File: src/rtl/mem_port_arb_pkg.sv
// Shared types and constants for the memory port arbiter.
//   owner_e : which requester owns the outstanding access
//   state_e : arbiter sequencing state
package mem_port_arb_pkg;

  localparam int unsigned ADDR_W      = 32;
  localparam int unsigned DATA_W      = 32;
  localparam int unsigned BE_W        = 4;
  localparam int unsigned WORD_ADDR_W = 30;
  localparam int unsigned LAT_CNT_W   = 3;
  localparam int unsigned STARVE_W    = 4;

  typedef enum logic [1:0] {
    OWN_NONE = 2'd0,
    OWN_IF   = 2'd1,
    OWN_D    = 2'd2
  } owner_e;

  typedef enum logic {
    IDLE = 1'b0,
    WAIT = 1'b1
  } state_e;

  // Byte address to word address; the two low bits are dropped.
  function automatic logic [WORD_ADDR_W-1:0] word_addr(input logic [ADDR_W-1:0] byte_addr);
    return byte_addr[ADDR_W-1:2];
  endfunction

endpackage

File: src/rtl/mem_port_arbiter_if.sv
// Bundle of fetch, data and memory-side signals of the memory port arbiter.
//   slave  : arbiter view (takes requests and mem_rdata, drives ready/rsp/mem_*)
//   master : environment view (core requesters plus memory array)
interface mem_port_arbiter_if;
  import mem_port_arb_pkg::*;

  logic                   if_valid;
  logic                   if_ready;
  logic [ADDR_W-1:0]      if_addr;
  logic                   if_rsp_valid;
  logic [DATA_W-1:0]      if_rdata;

  logic                   d_valid;
  logic                   d_ready;
  logic                   d_we;
  logic [BE_W-1:0]        d_be;
  logic [ADDR_W-1:0]      d_addr;
  logic [DATA_W-1:0]      d_wdata;
  logic                   d_rsp_valid;
  logic [DATA_W-1:0]      d_rdata;

  logic                   mem_en;
  logic                   mem_we;
  logic [BE_W-1:0]        mem_be;
  logic [WORD_ADDR_W-1:0] mem_addr;
  logic [DATA_W-1:0]      mem_wdata;
  logic [DATA_W-1:0]      mem_rdata;

  modport slave (
    input  if_valid, if_addr, d_valid, d_we, d_be, d_addr, d_wdata, mem_rdata,
    output if_ready, if_rsp_valid, if_rdata, d_ready, d_rsp_valid, d_rdata,
           mem_en, mem_we, mem_be, mem_addr, mem_wdata
  );

  modport master (
    output if_valid, if_addr, d_valid, d_we, d_be, d_addr, d_wdata, mem_rdata,
    input  if_ready, if_rsp_valid, if_rdata, d_ready, d_rsp_valid, d_rdata,
           mem_en, mem_we, mem_be, mem_addr, mem_wdata
  );

endinterface

File: src/rtl/mem_port_arb_pick.sv
// Winner select between fetch and data plus the fetch starvation counter.
//   clk, reset : clock, async active-high reset
//   if_valid   : fetch request pending
//   d_valid    : data request pending
//   grant_en   : arbitration allowed this cycle (arbiter idle, not in reset)
//   grant_if   : fetch wins (combinational)
//   grant_d    : data wins (combinational)
module mem_port_arb_pick
  import mem_port_arb_pkg::*;
#(
  parameter int unsigned STARVE_MAX = 4
) (
  input  logic clk,
  input  logic reset,
  input  logic if_valid,
  input  logic d_valid,
  input  logic grant_en,
  output logic grant_if,
  output logic grant_d
);

  logic [STARVE_W-1:0] starve_q;
  logic [STARVE_W-1:0] starve_d;
  logic                fetch_pri;

  assign fetch_pri = (starve_q >= STARVE_W'(STARVE_MAX));

  // Data normally wins; a starved fetch overrides it.
  always_comb begin
    grant_if = grant_en & if_valid & (~d_valid | fetch_pri);
    grant_d  = grant_en & d_valid & ~grant_if;
  end

  // Counts arbitration rounds fetch lost to data; saturates at all-ones.
  always_comb begin
    starve_d = starve_q;
    if (grant_if) begin
      starve_d = '0;
    end else if (grant_d && if_valid && (starve_q != {STARVE_W{1'b1}})) begin
      starve_d = starve_q + STARVE_W'(1);
    end
  end

  always_ff @(posedge clk or posedge reset) begin
    if (reset) begin
      starve_q <= '0;
    end else begin
      starve_q <= starve_d;
    end
  end

endmodule

File: src/rtl/mem_port_arbiter.sv
// Shares one single-port word-addressed memory between instruction fetch and
// load/store requesters, one access outstanding, fixed read latency LAT.
//   clk, reset : clock, async active-high reset
//   bus        : fetch request/response, data request/response, memory port
//   perf_*     : grant/conflict counters, present only with MEM_PORT_ARB_PERF_EN
// Ready and mem_* outputs are combinational from the grant; responses and
// read data are registered.
module mem_port_arbiter
  import mem_port_arb_pkg::*;
#(
  parameter int unsigned LAT        = 1,
  parameter int unsigned STARVE_MAX = 4
) (
  input  logic               clk,
  input  logic               reset,
  mem_port_arbiter_if.slave  bus
`ifdef MEM_PORT_ARB_PERF_EN
  ,
  output logic [31:0]        perf_if_grants,
  output logic [31:0]        perf_d_grants,
  output logic [31:0]        perf_conflicts
`endif
);

  state_e                 state_q, state_d;
  owner_e                 owner_q, owner_d;
  logic [LAT_CNT_W-1:0]   cnt_q, cnt_d;
  logic                   store_q, store_d;
  logic                   if_rsp_valid_q, if_rsp_valid_d;
  logic                   d_rsp_valid_q, d_rsp_valid_d;
  logic [DATA_W-1:0]      if_rdata_q, if_rdata_d;
  logic [DATA_W-1:0]      d_rdata_q, d_rdata_d;

  logic                   grant_en;
  logic                   grant_if;
  logic                   grant_d;

  logic                   mem_en_c;
  logic                   mem_we_c;
  logic [BE_W-1:0]        mem_be_c;
  logic [WORD_ADDR_W-1:0] mem_addr_c;
  logic [DATA_W-1:0]      mem_wdata_c;

  logic                   unused_addr_lsbs;
  assign unused_addr_lsbs = ^{bus.if_addr[1:0], bus.d_addr[1:0]};

  // Reset gates arbitration so ready and mem_en drop immediately.
  assign grant_en = (state_q == IDLE) & ~reset;

  mem_port_arb_pick #(
    .STARVE_MAX (STARVE_MAX)
  ) u_pick (
    .clk      (clk),
    .reset    (reset),
    .if_valid (bus.if_valid),
    .d_valid  (bus.d_valid),
    .grant_en (grant_en),
    .grant_if (grant_if),
    .grant_d  (grant_d)
  );

  // Next-state and memory-side drive.
  always_comb begin
    state_d        = state_q;
    owner_d        = owner_q;
    cnt_d          = cnt_q;
    store_d        = store_q;
    if_rsp_valid_d = 1'b0;
    d_rsp_valid_d  = 1'b0;
    if_rdata_d     = if_rdata_q;
    d_rdata_d      = d_rdata_q;
    mem_en_c       = 1'b0;
    mem_we_c       = 1'b0;
    mem_be_c       = '0;
    mem_addr_c     = '0;
    mem_wdata_c    = '0;

    case (state_q)
      IDLE: begin
        if (grant_if) begin
          mem_en_c   = 1'b1;
          mem_be_c   = 4'hF;
          mem_addr_c = word_addr(bus.if_addr);
          owner_d    = OWN_IF;
          store_d    = 1'b0;
          cnt_d      = LAT_CNT_W'(LAT);
          state_d    = WAIT;
        end else if (grant_d) begin
          mem_en_c    = 1'b1;
          mem_we_c    = bus.d_we;
          mem_be_c    = bus.d_we ? bus.d_be : 4'hF;
          mem_addr_c  = word_addr(bus.d_addr);
          mem_wdata_c = bus.d_we ? bus.d_wdata : '0;
          owner_d     = OWN_D;
          store_d     = bus.d_we;
          cnt_d       = LAT_CNT_W'(LAT);
          state_d     = WAIT;
        end
      end
      WAIT: begin
        // Last latency cycle: mem_rdata is valid now, respond next cycle.
        if (cnt_q == LAT_CNT_W'(1)) begin
          if (owner_q == OWN_IF) begin
            if_rsp_valid_d = 1'b1;
            if_rdata_d     = bus.mem_rdata;
          end else if (owner_q == OWN_D) begin
            d_rsp_valid_d  = 1'b1;
            d_rdata_d      = store_q ? '0 : bus.mem_rdata;
          end
          owner_d = OWN_NONE;
          store_d = 1'b0;
          cnt_d   = '0;
          state_d = IDLE;
        end else begin
          cnt_d = cnt_q - LAT_CNT_W'(1);
        end
      end
      default: begin
        state_d = IDLE;
        owner_d = OWN_NONE;
      end
    endcase
  end

`ifdef MEM_PORT_ARB_PERF_EN
  logic [31:0] perf_if_q, perf_if_d;
  logic [31:0] perf_d_q, perf_d_d;
  logic [31:0] perf_conf_q, perf_conf_d;

  // Free-running wrap-around event counters.
  always_comb begin
    perf_if_d   = perf_if_q + 32'(grant_if);
    perf_d_d    = perf_d_q + 32'(grant_d);
    perf_conf_d = perf_conf_q + 32'(grant_en & bus.if_valid & bus.d_valid);
  end

  assign perf_if_grants = perf_if_q;
  assign perf_d_grants  = perf_d_q;
  assign perf_conflicts = perf_conf_q;
`endif

  always_ff @(posedge clk or posedge reset) begin
    if (reset) begin
      state_q        <= IDLE;
      owner_q        <= OWN_NONE;
      cnt_q          <= '0;
      store_q        <= 1'b0;
      if_rsp_valid_q <= 1'b0;
      d_rsp_valid_q  <= 1'b0;
      if_rdata_q     <= '0;
      d_rdata_q      <= '0;
`ifdef MEM_PORT_ARB_PERF_EN
      perf_if_q      <= '0;
      perf_d_q       <= '0;
      perf_conf_q    <= '0;
`endif
    end else begin
      state_q        <= state_d;
      owner_q        <= owner_d;
      cnt_q          <= cnt_d;
      store_q        <= store_d;
      if_rsp_valid_q <= if_rsp_valid_d;
      d_rsp_valid_q  <= d_rsp_valid_d;
      if_rdata_q     <= if_rdata_d;
      d_rdata_q      <= d_rdata_d;
`ifdef MEM_PORT_ARB_PERF_EN
      perf_if_q      <= perf_if_d;
      perf_d_q       <= perf_d_d;
      perf_conf_q    <= perf_conf_d;
`endif
    end
  end

  assign bus.if_ready     = grant_if;
  assign bus.d_ready      = grant_d;
  assign bus.if_rsp_valid = if_rsp_valid_q;
  assign bus.if_rdata     = if_rdata_q;
  assign bus.d_rsp_valid  = d_rsp_valid_q;
  assign bus.d_rdata      = d_rdata_q;
  assign bus.mem_en       = mem_en_c;
  assign bus.mem_we       = mem_we_c;
  assign bus.mem_be       = mem_be_c;
  assign bus.mem_addr     = mem_addr_c;
  assign bus.mem_wdata    = mem_wdata_c;

endmodule

File: src/flat_wrapper.sv
// flat-port wrapper written by rule: the top's interface ports become plain ports
module mem_port_arbiter_flat import mem_port_arb_pkg::*;
#(
  parameter int unsigned LAT        = 1,
  parameter int unsigned STARVE_MAX = 4
)
  (clk, reset, bus_if_valid, bus_if_addr, bus_d_valid, bus_d_we, bus_d_be, bus_d_addr, bus_d_wdata, bus_mem_rdata, bus_if_ready, bus_if_rsp_valid, bus_if_rdata, bus_d_ready, bus_d_rsp_valid, bus_d_rdata, bus_mem_en, bus_mem_we, bus_mem_be, bus_mem_addr, bus_mem_wdata);
  mem_port_arbiter_if bus_i ();
  input  logic clk;
  input  logic reset;
  input wire logic [$bits(bus_i.if_valid)-1:0] bus_if_valid;
  input wire logic [$bits(bus_i.if_addr)-1:0] bus_if_addr;
  input wire logic [$bits(bus_i.d_valid)-1:0] bus_d_valid;
  input wire logic [$bits(bus_i.d_we)-1:0] bus_d_we;
  input wire logic [$bits(bus_i.d_be)-1:0] bus_d_be;
  input wire logic [$bits(bus_i.d_addr)-1:0] bus_d_addr;
  input wire logic [$bits(bus_i.d_wdata)-1:0] bus_d_wdata;
  input wire logic [$bits(bus_i.mem_rdata)-1:0] bus_mem_rdata;
  output wire logic [$bits(bus_i.if_ready)-1:0] bus_if_ready;
  output wire logic [$bits(bus_i.if_rsp_valid)-1:0] bus_if_rsp_valid;
  output wire logic [$bits(bus_i.if_rdata)-1:0] bus_if_rdata;
  output wire logic [$bits(bus_i.d_ready)-1:0] bus_d_ready;
  output wire logic [$bits(bus_i.d_rsp_valid)-1:0] bus_d_rsp_valid;
  output wire logic [$bits(bus_i.d_rdata)-1:0] bus_d_rdata;
  output wire logic [$bits(bus_i.mem_en)-1:0] bus_mem_en;
  output wire logic [$bits(bus_i.mem_we)-1:0] bus_mem_we;
  output wire logic [$bits(bus_i.mem_be)-1:0] bus_mem_be;
  output wire logic [$bits(bus_i.mem_addr)-1:0] bus_mem_addr;
  output wire logic [$bits(bus_i.mem_wdata)-1:0] bus_mem_wdata;
  assign bus_i.if_valid = bus_if_valid;
  assign bus_i.if_addr = bus_if_addr;
  assign bus_i.d_valid = bus_d_valid;
  assign bus_i.d_we = bus_d_we;
  assign bus_i.d_be = bus_d_be;
  assign bus_i.d_addr = bus_d_addr;
  assign bus_i.d_wdata = bus_d_wdata;
  assign bus_i.mem_rdata = bus_mem_rdata;
  assign bus_if_ready = bus_i.if_ready;
  assign bus_if_rsp_valid = bus_i.if_rsp_valid;
  assign bus_if_rdata = bus_i.if_rdata;
  assign bus_d_ready = bus_i.d_ready;
  assign bus_d_rsp_valid = bus_i.d_rsp_valid;
  assign bus_d_rdata = bus_i.d_rdata;
  assign bus_mem_en = bus_i.mem_en;
  assign bus_mem_we = bus_i.mem_we;
  assign bus_mem_be = bus_i.mem_be;
  assign bus_mem_addr = bus_i.mem_addr;
  assign bus_mem_wdata = bus_i.mem_wdata;
  mem_port_arbiter #(.LAT(LAT), .STARVE_MAX(STARVE_MAX)) u_core (.clk(clk), .reset(reset), .bus(bus_i));
endmodule
File: config.mk
export PLATFORM = sky130hd
export DESIGN_NAME = mem_port_arbiter_flat
export DESIGN_NICKNAME = d
export VERILOG_FILES = /design/src/rtl/mem_port_arb_pkg.sv /design/src/rtl/mem_port_arbiter_if.sv /design/src/rtl/mem_port_arb_pick.sv /design/src/rtl/mem_port_arbiter.sv /design/src/flat_wrapper.sv
export SDC_FILE = /design/constraint.sdc
export NUM_CORES = 1
export LEC_CHECK = 0
export ABC_AREA = 1
export ABC_CLOCK_PERIOD_IN_PS = 4600
export CAP_MARGIN = 20
export CORE_MARGIN = 4
export CORE_UTILIZATION = 40
export CTS_BUF_LIST = sky130_fd_sc_hd__clkbuf_8
export CTS_CLUSTER_DIAMETER = 100
export DETAILED_ROUTE_END_ITERATION = 12
export GPL_TIMING_DRIVEN = 0
export PLACE_DENSITY = 0.86
export SKIP_LAST_GASP = 1
export SLEW_MARGIN = 20
export SYNTH_ARGS = -nofsm -noshare
export SYNTH_HDL_FRONTEND = slang
export SYNTH_HIERARCHICAL = 1
export SYNTH_SLANG_ARGS = --single-unit
export TNS_END_PERCENT = 20
File: constraint.sdc
create_clock -name clk -period 4.6 [get_ports clk]
set_clock_uncertainty 0.05 [all_clocks]
set_input_delay 1.38 -clock clk [delete_from_list [all_inputs] [get_ports clk]]
set_output_delay 1.38 -clock clk [all_outputs]
set_load 0.05 [all_outputs]
==> impl_metrics.json, run 1 <==
{
  "final-seq-area_um2": 1927,
  "cp_top_family": "buffers and inverters",
  "die_area_um2": 12960,
  "ios": 273,
  "core-area_um2": 10890,
  "dieWidth_um": 113.8,
  "avgViaCountPerCell": 4.576,
  "yosys_register_bits": 77,
  "insertion_delay_ns": 0.34,
  "critPathLaunchType": "primary input",
  "cts_num_sinks": 77,
  "root_buffer": "clkbuf_8",
  "grt_pass1_wl_mm": 25.21,
  "drt-initial-drc-count": 362,
  "path_clk_slew_ns": 0.08,
  "crit_path_frequent_cell": "nor2_4",
  "cap_violations": 0,
  "hold_violations": 0,
  "clockBufferDepth": 2,
  "netlist_area_um2": 4481,
  "relSlewSlack": 0.6383,
  "wl_per_cell_um": 15.23,
  "drt-total-wl_mm": 16.21,
  "ant_nets": 0,
  "multiInputGateArea_um2": 1914,
  "io_buffers": 268,
  "ys_seq_area_frac": 0.4300,
  "critPathBufInv": 4,
  "hold_buffers": 0,
  "min_path_type": "flip-flop to flip-flop",
  "power_w": 0.004655,
  "critPathCaptureType": "output port",
  "fillers": 922,
  "p_per_area_nw_per_um2": 627.3,
  "ys_types": 26,
  "firstDrtPassIters": 5,
  "most-common-layout-cells": "238 x nand2_1, 198 x clkdlybuf4s50_1, 109 x inv_1",
  "grt_max_degree": 39,
  "route.vias.total": 4869,
  "drc": 0,
  "diodes": 0,
  "rsz0062_at_grt": "true",
  "finalSetupTns_ns": -0.02007,
  "path_cells": "clkdlybuf4s50_1 > nand2_2 > nor2_4 > nor2_4 > nor2_4 > nand3_4 > inv_2 > nand2_4 > buf_6 > nor2_1 > buf_2",
  "initial_core_util": 0.4115,
  "nets": 1060,
  "overflow": 0,
  "place_inst": 1045,
  "die_h_um": 113.8,
  "setup_viol": 2,
  "place_congestion": 0.8574,
  "p_leak_nw": 3.975,
  "area_growth_pct": 65.62,
  "max_freq_mhz": 216.7,
  "synth-warning-count": 6,
  "irDropWorstVdd_v": 0.0005219,
  "final_common_cell": "nand2_1",
  "status": "finished, violations left",
  "cts_tree": "done",
  "antenna_found_initial": 0,
  "num_rows": 38,
  "numCtsBuffers": 9,
  "critPathArrivalTime_ns": 3.18,
  "fin_cells": 1064,
  "fin_crit_ns": 4.615,
  "cp.required_ns": 3.17,
  "cpPeakStageDelay_ns": 0.51,
  "cts_max_level": 3,
  "failed_checks": "setup timing",
  "power_switching_w": 0.002434,
  "fin_crit_sh": 1.003,
  "cpMaxStageDelayCell": "clkdlybuf4s50_1",
  "p_comb_frac": 0.640,
  "worst_slew_pin_slew_ns": 0.5409,
  "power_frac_clock": 0.106,
  "syn_nets": 777,
  "synth_cells": 636,
  "seqPwrFrac": 0.254,
  "dpl_worst_slack_ns": -0.9358,
  "dpl.hpwl_mm": 13.17,
  "drive_above_1_share": 0.1623,
  "syn_avg_cell_area_um2": 7.045,
  "critPathMaxFanout": 10,
  "grtUsageTotal": 0.2488,
  "drv_slew": 0,
  "crit_type": "primary input to output port",
  "p_sw_frac": 0.5228,
  "worst_slack_ns": -0.01455,
  "first_global_vias": 4842,
  "intPower_w": 0.002222
}
layout make-up:
type                    instances  share of cell area
clock inverters                 7            0.009105
well taps                     140             0.02360
plain buffers                  33             0.03204
clock buffers                   9             0.01669
repair buffers                272              0.3418
inverters                     115             0.05918
multi-input cells             411              0.2580
flip-flops and latches         77              0.2597
worst paths after layout:
check                                                  start                                     to  slack, ns  cells after the start
setup / recovery                                 bus_d_valid                      bus_mem_wdata[30]      -0.01                     11
min in group asynchronous                              reset  u_core/u_pick/starve_q[1]$_DFFE_PP0P_       0.98                      2
hold reg to reg            u_core/bus.d_rdata[8]$_DFFE_PP0P_      u_core/bus.d_rdata[8]$_DFFE_PP0P_       0.43                      2
max in group asynchronous                              reset    u_core/bus.if_rdata[25]$_DFFE_PP0P_       2.81                      3
setup reg to reg                    u_core/state_q$_DFF_PP0_               u_core/state_q$_DFF_PP0_       2.75                      9
hold / removal             u_core/bus.d_rdata[8]$_DFFE_PP0P_      u_core/bus.d_rdata[8]$_DFFE_PP0P_       0.43                      2
worst reg2reg max path, stage by stage, from the launching register on:
cell and delay [ns]:
dfrtp_1 0.38, buf_6 0.15, nor2_4 0.14, nand2_4 0.09
nor2_4 0.18, nor2_4 0.08, buf_12 0.13, o21ai_4 0.25
inv_1 0.08, or2_1 0.21
state kept, by name, indices dropped and copies added (netlist names):
name / flops
u_core/bus.d_rsp_valid: 1
u_core/bus.d_rdata: 32
u_core/bus.if_rsp_valid: 1
u_core/bus.if_rdata: 32
u_core/state_q: 1
u_core/store_q: 1
u_core/u_pick/starve_q: 4
u_core/cnt_q: 3
u_core/owner_q: 2
kinds of logic after synthesis:
group / count (synthesis) / synth area share
simple gates: 370 / 0.3477
buf+inv: 148 / 0.1483
compound gates: 36 / 0.06088
fa+ha+maj: 4 / 0.01117
flops: 77 / 0.4300
xor+xnor: 1 / 0.001955
per-stage QoR:
step | hold slack [ns] | instance area, µm² | util
2_1_floorplan | 0.4031 | 4481 | -
3_5_place_dp | 0.4145 | 7361 | 0.6761
6_report | 0.4337 | 7421 | 0.6816
4_1_cts | 0.4361 | 7332 | 0.6734
5_1_grt | 0.4487 | 7421 | 0.6816
3_3_place_gp | 0.4115 | 7338 | 0.6740
synthesized netlist by cell type:
master	number	share of area
nor3_1	4	0.0045
nand3_4	2	0.0078
buf_2	11	0.012
clkbuf_1	7	0.0059
xor2_1	1	0.0020
dfrtp_1	77	0.43
ha_1	4	0.011
nand3_1	38	0.042
nor2_2	12	0.017
or2_1	1	0.0014
o21ai_4	1	0.0036
buf_6	9	0.023
nor2_1	66	0.055
inv_6	1	0.0020
o21bai_1	32	0.054
nor2_4	3	0.0075
inv_2	5	0.0042
buf_4	6	0.010
a21oi_1	1	0.0011
nand2_1	238	0.20
o22ai_1	1	0.0014
nand2_2	2	0.0028
nand3_2	1	0.0022
inv_1	109	0.091
o21ai_0	1	0.0011
nand2_4	3	0.0075
power by group through the flow:
stage               Combinational (W)  Clock, W  Sequential, W
global route                  0.00316  0.000542        0.00123
CTS                           0.00298  0.000506        0.00119
detailed placement            0.00300         0        0.00119
finish                        0.00298  0.000495        0.00118
global placement              0.00295         0        0.00118
floorplan                    0.000985         0        0.00215
timing repair:
| item | CTS | global route |
|---|---|---|
| endpoints found under the hold margin | 0 | 0 |
| setup endpoints to repair | 70 | 69 |
| pin swaps | 0 | 2 |
| buffers inserted | 0 | 3 |
| gates resized for setup | 338 | 38 |
routing by layer:
| layer | part of all wire | track usage | vias up |
|---|---|---|---|
| li1 | - | - | 2430 |
| met1 | 0.36 | 0.2761 | 2192 |
| met2 | 0.53 | 0.4617 | 220 |
| met3 | 0.085 | 0.05782 | 27 |
| met4 | 0.026 | 0.09026 | 0 |
| met5 | 0 | 0 | - |
Power figures use the tool's default switching activity.
==> run 2, diff against run 1 <==
--- a/constraint.sdc
+++ b/constraint.sdc
@@ -3,3 +3,3 @@
 set_input_delay 1.38 -clock clk [delete_from_list [all_inputs] [get_ports clk]]
 set_output_delay 1.38 -clock clk [all_outputs]
-set_load 0.05 [all_outputs]
+set_load 0.005 [all_outputs]
==> impl_metrics.json, run 2 (synthesized netlist as in run 1, its figures left out) <==
{
  "critPathLaunchType": "primary input",
  "area_growth_pct": 70.51,
  "cp.required_ns": 3.17,
  "insertion_delay_ns": 0.34,
  "power_switching_w": 0.001265,
  "clockBufferDepth": 2,
  "finalSetupTns_ns": -0.004865,
  "core-area_um2": 10890,
  "p_per_area_nw_per_um2": 459.4,
  "dieWidth_um": 113.8,
  "worstRegToRegCells": 9,
  "cp-startpoint": "reset",
  "critPathCaptureType": "output port",
  "critPathArrivalTime_ns": 3.17,
  "most-common-layout-cells": "242 x clkdlybuf4s50_1, 238 x nand2_1, 109 x inv_1",
  "overflow": 0,
  "path_clk_slew_ns": 0.08,
  "p_leak_nw": 4.091,
  "relSlewSlack": 0.6268,
  "fillers": 885,
  "p_comb_frac": 0.521,
  "drive_above_1_share": 0.08451,
  "r2r-end": "u_core/state_q$_DFF_PP0_",
  "worst_slack_ns": -0.004865,
  "die_area_um2": 12960,
  "timing.hold.ws_ns": 0.4342,
  "path_cells": "dlygate4sd2_1 > nor2_4 > nand2_4 > nor2_4 > buf_6 > clkbuf_8 > nand3_1 > nand2_1 > clkdlybuf4s50_1",
  "ant_nets": 0,
  "dpl_worst_slack_ns": -0.6353,
  "grt_max_degree": 39,
  "firstDrtPassIters": 5,
  "route.vias.total": 4873,
  "dpl.hpwl_mm": 13.17,
  "fin_crit_ns": 4.605,
  "first_global_vias": 4904,
  "intPower_w": 0.002245,
  "num_rows": 38,
  "crit_type": "primary input to output port",
  "seqPwrFrac": 0.337,
  "critPathBufInv": 4,
  "drt-initial-drc-count": 381,
  "die_h_um": 113.8,
  "antenna_found_initial": 0,
  "cpMaxStageDelayCell": "clkdlybuf4s50_1",
  "wl_per_cell_um": 15.30,
  "p_sw_frac": 0.3604,
  "drt-total-wl_mm": 16.26,
  "io_buffers": 268,
  "root_buffer": "clkbuf_8",
  "cap_violations": 0,
  "avgViaCountPerCell": 4.584,
  "r2r_setup_slack_ns": 2.69,
  "multiInputGateArea_um2": 1907,
  "power_w": 0.003510,
  "final_common_cell": "clkdlybuf4s50_1",
  "failed_checks": "setup timing",
  "ios": 273,
  "fin_crit_sh": 1.001,
  "cts_max_level": 3,
  "critPathMaxFanout": 10,
  "rsz0062_at_grt": "true",
  "min_path_type": "flip-flop to flip-flop",
  "cts_tree": "done",
  "status": "finished, violations left",
  "initial_core_util": 0.4115,
  "cts_num_sinks": 77,
  "diodes": 0,
  "worst_slew_pin_slew_ns": 0.5598,
  "drv_slew": 0,
  "cpPeakStageDelay_ns": 0.52,
  "worst-path-stages": 9,
  "cp_top_family": "buffers and inverters",
  "endpoint": "bus_mem_addr[4]",
  "place_congestion": 0.8574,
  "drc": 0,
  "irDropWorstVdd_v": 0.0002986,
  "hold_buffers": 0,
  "numCtsBuffers": 9,
  "final-seq-area_um2": 1927,
  "regToRegStartpoint": "u_core/state_q$_DFF_PP0_",
  "grt_pass1_wl_mm": 25.14,
  "power_frac_clock": 0.142,
  "grtUsageTotal": 0.2488,
  "max_freq_mhz": 217.2,
  "hold_violations": 0,
  "crit_path_frequent_cell": "nor2_4",
  "nets": 1059,
  "setup_viol": 1
}
-- run 2: changes by cell type in the layout (fill, tap and decap cells not counted), sizes merged --
cell	delta
dlygate4sd2	+14
clkbuf	-6
clkdlybuf4s50	+44
clkdlybuf4s15	-8
buf	-55
dlymetal6s2s	+10
-- run 2: stage by stage --
step | cells | cell area [µm²] | util
floorplan | 636 | 4481 | -
global placement | 1044 | 7338 | 0.6740
detailed placement | 1045 | 7361 | 0.6761
CTS | 1064 | 7601 | 0.6981
global route | 1063 | 7640 | 0.7017
finish | 1063 | 7640 | 0.7017
-- run 2: power groups by stage --
stage | logic [W] | registers (W) | clock network (W)
2_1_floorplan | 0.000782 | 0.00119 | 0
3_3_place_gp | 0.00178 | 0.00118 | 0
3_5_place_dp | 0.00183 | 0.00119 | 0
4_1_cts | 0.00184 | 0.00119 | 0.000506
5_1_grt | 0.00201 | 0.00123 | 0.000540
6_report | 0.00183 | 0.00118 | 0.000498
-- run 2: worst min-delay path by stage --
| stage | start | endpoint | slack (ns) | cells past startpoint |
|---|---|---|---|---|
| 3_3_place_gp | u_core/bus.d_rdata[5]$_DFFE_PP0P_ | u_core/bus.d_rdata[5]$_DFFE_PP0P_ | 0.41 | 2 |
| 4_1_cts | u_core/bus.d_rdata[29]$_DFFE_PP0P_ | u_core/bus.d_rdata[29]$_DFFE_PP0P_ | 0.44 | 2 |
| 5_1_grt | u_core/bus.d_rdata[8]$_DFFE_PP0P_ | u_core/bus.d_rdata[8]$_DFFE_PP0P_ | 0.45 | 2 |
| 2_1_floorplan | u_core/u_pick/starve_q[1]$_DFFE_PP0P_ | u_core/u_pick/starve_q[1]$_DFFE_PP0P_ | 0.40 | 2 |
| 3_5_place_dp | u_core/bus.d_rdata[8]$_DFFE_PP0P_ | u_core/bus.d_rdata[8]$_DFFE_PP0P_ | 0.41 | 2 |
| 6_report | u_core/bus.d_rdata[8]$_DFFE_PP0P_ | u_core/bus.d_rdata[8]$_DFFE_PP0P_ | 0.43 | 2 |
-- run 2: what timing repair did --
item	4_1_cts	5_1_grt
setup buffers	3	0
endpoints found under the setup margin	68	56
pin swaps	4	2
resized for setup	28	18
-- run 2: layer usage --
metal  vias up  wire, µm  track usage
met2       226      8660       0.4692
met3        23      1325      0.05570
met1      2198      5938       0.2724
met4         0       339      0.08709
li1       2426         -            -
met5         -         0            0
-- run 2: area by class of cell --
type / count / area share
Multi-Input combinational cell: 411 / 0.2496
Timing Repair Buffer: 272 / 0.3583
Sequential cell: 77 / 0.2522
Inverter: 115 / 0.05781
Clock buffer: 9 / 0.01621
Clock inverter: 7 / 0.008844
Buffer: 32 / 0.03406
Tap cell: 140 / 0.02293
-- run 2: worst min-delay path: cells and delay by family (launching register included) --
family	cells	cell delay [ns]
flops	1	0.35
simple gates	2	0.10
